==> src/rtl/h14rx_pkt_avi_info_frame_parser.sv <==
// Receive-side AVI InfoFrame parser: serial checksum over the captured packet,
// commit of PB1..PB13 into held fields, and frame-based staleness timeout.
// packet[23:0] = {HB2,HB1,HB0}; PBn lives at packet[24+8n +: 8] (n = 7*sub + byte).
module h14rx_pkt_avi_info_frame_parser #(
    parameter logic [7:0]  MinVersion    = 8'd2,
    parameter logic [15:0] TimeoutFrames = 16'd4
) (
    input  logic         clk,
    input  logic         rst,
    input  logic         pkt_valid,
    input  logic [247:0] packet,
    output logic         pkt_ready,
    input  logic         frame_start,
    output logic         avi_valid,
    output logic         avi_update,
    output logic         avi_changed,
    output logic         avi_err,
    output logic         pkt_dropped,
    output logic [1:0]   video_format,
    output logic         afi_present,
    output logic [1:0]   bar_info,
    output logic [1:0]   scan_info,
    output logic [1:0]   colorimetry,
    output logic [1:0]   picture_aspect,
    output logic [3:0]   active_aspect,
    output logic         it_content,
    output logic [2:0]   ext_colorimetry,
    output logic [1:0]   rgb_quant,
    output logic [1:0]   nups,
    output logic [6:0]   vic,
    output logic [1:0]   ycc_quant,
    output logic [1:0]   content_type,
    output logic [3:0]   pixel_repetition,
    output logic [15:0]  bar_top_end,
    output logic [15:0]  bar_bottom_start,
    output logic [15:0]  bar_left_end,
    output logic [15:0]  bar_right_start
);
    typedef enum logic [1:0] {IDLE, SUM, CHECK} state_t;

    state_t        state, state_nxt;
    logic [223:0]  shadow;
    logic [7:0]    hb1;
    logic [7:0]    sum;
    logic [4:0]    len;
    logic [4:0]    idx;
    logic [4:0]    last_idx;
    logic [7:0]    pb_byte;
    logic [103:0]  held;
    logic [15:0]   frame_cnt;
    logic          accept;
    logic          good;
    logic          is_avi;

    assign is_avi   = (packet[7:0] == 8'h82);
    assign last_idx = (len > 5'd27) ? 5'd27 : len;
    assign pb_byte  = shadow[{idx, 3'b000} +: 8];
    assign good     = (state == CHECK) && (sum == 8'd0) && (hb1 >= MinVersion)
                      && (len >= 5'd13) && (len <= 5'd27);

    always_ff @(posedge clk or posedge rst) begin
        if (rst) state <= IDLE;
        else     state <= state_nxt;
    end

    always_comb begin
        state_nxt = state;
        pkt_ready = 1'b0;
        accept    = 1'b0;
        case (state)
            IDLE: begin
                pkt_ready = 1'b1;
                if (pkt_valid && is_avi) begin
                    accept    = 1'b1;
                    state_nxt = SUM;
                end
            end
            SUM:     if (idx == last_idx) state_nxt = CHECK;
            CHECK:   state_nxt = IDLE;
            default: state_nxt = IDLE;
        endcase
    end

    always_ff @(posedge clk or posedge rst) begin
        if (rst) begin
            shadow      <= '0;
            hb1         <= '0;
            sum         <= '0;
            len         <= '0;
            idx         <= '0;
            held        <= '0;
            frame_cnt   <= '0;
            avi_valid   <= 1'b0;
            avi_update  <= 1'b0;
            avi_changed <= 1'b0;
            avi_err     <= 1'b0;
            pkt_dropped <= 1'b0;
        end else begin
            avi_update  <= 1'b0;
            avi_changed <= 1'b0;
            avi_err     <= 1'b0;
            pkt_dropped <= pkt_valid && is_avi && (state != IDLE);
            if (accept) begin
                shadow <= packet[247:24];
                hb1    <= packet[15:8];
                len    <= packet[20:16];
                sum    <= packet[7:0] + packet[15:8] + packet[23:16];
                idx    <= '0;
            end
            if (state == SUM) begin
                sum <= sum + pb_byte;
                idx <= idx + 5'd1;
            end
            // A good commit takes priority over a coincident frame_start.
            if (good) begin
                held        <= shadow[111:8];
                avi_update  <= 1'b1;
                avi_changed <= (held != shadow[111:8]);
                avi_valid   <= 1'b1;
                frame_cnt   <= '0;
            end else begin
                if (state == CHECK) avi_err <= 1'b1;
                if (frame_start && avi_valid && (frame_cnt != TimeoutFrames)) begin
                    frame_cnt <= frame_cnt + 16'd1;
                    if (frame_cnt + 16'd1 == TimeoutFrames) avi_valid <= 1'b0;
                end
            end
        end
    end

    assign video_format     = held[6:5];
    assign afi_present      = held[4];
    assign bar_info         = held[3:2];
    assign scan_info        = held[1:0];
    assign colorimetry      = held[15:14];
    assign picture_aspect   = held[13:12];
    assign active_aspect    = held[11:8];
    assign it_content       = held[23];
    assign ext_colorimetry  = held[22:20];
    assign rgb_quant        = held[19:18];
    assign nups             = held[17:16];
    assign vic              = held[30:24];
    assign ycc_quant        = held[39:38];
    assign content_type     = held[37:36];
    assign pixel_repetition = held[35:32];
    assign bar_top_end      = held[55:40];
    assign bar_bottom_start = held[71:56];
    assign bar_left_end     = held[87:72];
    assign bar_right_start  = held[103:88];
endmodule
==> config.mk <==
export PLATFORM = sky130hd
export DESIGN_NAME = h14rx_pkt_avi_info_frame_parser
export DESIGN_NICKNAME = d
export VERILOG_FILES = /design/src/rtl/h14rx_pkt_avi_info_frame_parser.sv
export SDC_FILE = /design/constraint.sdc
export NUM_CORES = 1
export LEC_CHECK = 0
export ABC_AREA = 0
export CORE_MARGIN = 3
export CORE_UTILIZATION = 53
export CTS_BUF_LIST = sky130_fd_sc_hd__clkbuf_4 sky130_fd_sc_hd__clkbuf_8 sky130_fd_sc_hd__clkbuf_16
export CTS_CLUSTER_SIZE = 14
export DETAILED_ROUTE_END_ITERATION = 6
export PLACE_DENSITY_LB_ADDON = 0.08
export SLEW_MARGIN = 30
export SYNTH_ARGS = -nofsm -noshare
export SYNTH_HDL_FRONTEND = slang
export SYNTH_SLANG_ARGS = --single-unit
==> constraint.sdc <==
create_clock -name clk -period 16.53 [get_ports clk]
set_input_delay 3.306 -clock clk [delete_from_list [all_inputs] [get_ports clk]]
set_output_delay 3.306 -clock clk [all_outputs]
set_load 0.1 [all_outputs]
==> out/qor.csv <==
metric;value;unit
crit_top_cell;buf_4;
power.density;102;nW/µm²
place_ws;9470;ps
cp-startpoint;rst;
critPathLaunchType;input pin;
post_synth_num_cell_types;53;
grt_max_degree;95;
synthesis.area;19000;µm²
ios;360;
grt_pass1_wl;83200;µm
worstPathArrival;6630;ps
globalplace.congestion;0.877;
groute.usage.overall;28.1;%
critPathRequiredTime;17070;ps
ant_nets;0;
num_vias;14200;
numCtsBuffers;41;
stdcell_count;2602;
synth.most_common_cell;nand2_1;
cts_buffer_depth;3;
num_rows;68;
min_from;shadow[117]$_DFFE_PP0P_;
vdd_drop_max;0.0701;mV
wl;54500;µm
postCtsSetupBuffers;0;
dp_cells;2531;
drv_cap;0;
synthTopCellsByArea;dfrtp_1 (50%), nand2_1 (15%), mux4_2 (6.5%);
r2r-start;idx[0]$_DFFE_PP0P_;
die_h;195;µm
clk_pin_slew;60;ps
holdWs;467;ps
final-hold-violation-count;0;
synth_area_per_cell;10.0;µm²
synth_seq_area_share;49.5;%
synth_edf_count;0;
finalSetupTns;0;ps
syn_inst;1899;
wl_per_cell;21.0;µm
max_freq;164;MHz
p_leak;11.4;nW
antenna_found_initial;9;
drtIter0Drc;1039;
drtPass1Iterations;6;
cp_max_fo;87;
internal_power;1.71;mW
routed_via_density;5.47;
placed_area;22000;µm²
fin_ws;10440;ps
critical_path_class;in2async;
slowest_delay;820;ps
clockPowerShare;37.4;%
fin_util;66.8;%
drive_gt1_share;11.6;%
portBuffers;359;
maxSlewViolCount;0;
async_flop_share;100;%
hpwl;39500;µm
clock_latency;540;ps
slew-limit-headroom;29.9;%
nNetsFinal;2397;
cts_sinks;376;
placeableCoreArea;35000;µm²
start_util;54.3;%
path_cells;clkdlybuf4s50_1 > inv_8 > buf_4 > buf_6 > buf_4;
rsz0062_at_grt;false;
cts_hold_buf;0;
p_switching;0.676;mW
finClkSkew;14.9;ps
tritoncts;built;
p_comb_share;19.1;%
ctsResizeCount;0;
synth_top_area_cell;dfrtp_1;
grt_remaining_overflow;0;
htreeDepth;2;
die_w;195;µm
layout_min_cycle_time;6090;ps
die_area;38100;µm²
clockRootBuffer;clkbuf_16;
crit_path_top_delay_cell;buf_4;
fin_crit_sh;36.8;%
pwr-share-seq;43.5;%
p_sw_share;28.4;%
syn_nets;2177;
ys.flop_type;dfrtp_1;
end_kind;async pin;
synth-seq-cells;376;
fin_total_pwr;2.38;mW
synth_warnings;0;
hp-class;reg2reg;
status;finished, final reports clean;
first_global_vias;14400;
areaGrowthSynthToFinish;23.1;%
synthTopCellsByCount;nand2_1 (736), dfrtp_1 (376), xnor2_1 (112), buf_4 (103), mux2_2 (81);
synth_top_area_share;49.5;%
stdcell_area;23400;µm²
worst_pin_slew;1050;ps
setup_viol;0;
drcViolationCount;0;
[worst max-delay path: cells and delay by family]
family	cells	cell delay, ps
buffers and inverters	5	3100
[state kept, by name (all words and copies together) (netlist names)]
signal and count:
avi_changed 1, len 5, frame_cnt 16, pkt_dropped 1, idx 5, shadow 224, hb1 7, state 2
avi_valid 1, avi_update 1, sum 8, held 104, avi_err 1
[per-layer routing]
metal	vias up	track usage, %	routed length [µm]	part of all wire, %
met5	-	0	78	0.14
met3	94	8.01	4800	8.8
met1	7037	39.3	23000	42
li1	6589	-	-	-
met4	12	8.05	1520	2.8
met2	504	43.5	25100	46
[power by group through the flow]
| stage | logic, mW | registers (mW) | clock network, mW |
|---|---|---|---|
| 2_1_floorplan | 0.328 | 1.01 | 0 |
| 3_3_place_gp | 0.446 | 1.05 | 0 |
| 3_5_place_dp | 0.453 | 1.05 | 0 |
| 4_1_cts | 0.455 | 1.04 | 0.906 |
| 5_1_grt | 0.494 | 1.05 | 0.941 |
| 6_report | 0.454 | 1.04 | 0.891 |
[final cells by class]
cell class / count / area [µm²]
clock buffer: 65 / 1280
multi-input combinational: 1306 / 8360
inverter: 20 / 82.6
clock inverter: 4 / 23.8
antenna: 2 / 5.00
fill: 2823 / 11600
timing repair buffer: 374 / 3630
tap: 455 / 569
sequential: 376 / 9420
[cell families (layout without fill, tap and decap cells)]
logic type / count (synthesis) / in the layout / synth area share (%)
and+or+nand+nor: 876 / 876 / 18.6
adders and majority gates: 26 / 26 / 2.07
xor gates and xnor gates: 137 / 137 / 6.32
other: 0 / 2 / 0
muxes: 186 / 186 / 14.2
DFF: 376 / 376 / 49.5
buffers and inverters: 217 / 463 / 6.58
AOI/OAI and AO/OA: 81 / 81 / 2.70
[final timing paths]
path,depth (start not counted),slack (ps),endpoint
min in group asynchronous,2,3250,shadow[187]$_DFFE_PP0P_
setup reg to reg,14,11710,sum[7]$_DFFE_PP0P_
hold / removal,2,470,shadow[117]$_DFFE_PP0P_
max in group clk,8,10730,sum[4]$_DFFE_PP0P_
hold reg to reg,2,470,shadow[117]$_DFFE_PP0P_
setup / recovery,5,10440,shadow[82]$_DFFE_PP0P_
[cell usage in the layout (no fill, tap or decap), types with 3 or more instances in the layout]
master / count
nand2_1: 736
dfrtp_1: 373
clkdlybuf4s50_1: 341
xnor2_1: 112
mux2_2: 81
mux4_2: 55
clkbuf_16: 43
nor2_1: 39
nand4_1: 33
mux2_1: 31
xor2_1: 25
o21ai_0: 22
a21oi_1: 20
inv_1: 19
mux2i_1: 19
nand3_1: 17
ha_1: 17
buf_2: 17
clkbuf_4: 15
nor4_1: 14
buf_4: 10
nor3_1: 9
fa_1: 9
o22ai_1: 8
clkbuf_8: 7
nand2b_1: 6
a21o_1: 6
buf_6: 5
nor2b_1: 4
a31oi_1: 4
and3_1: 4
nor3b_1: 3
or3_1: 3
clkinv_2: 3
Power figures use the tool's default switching activity.
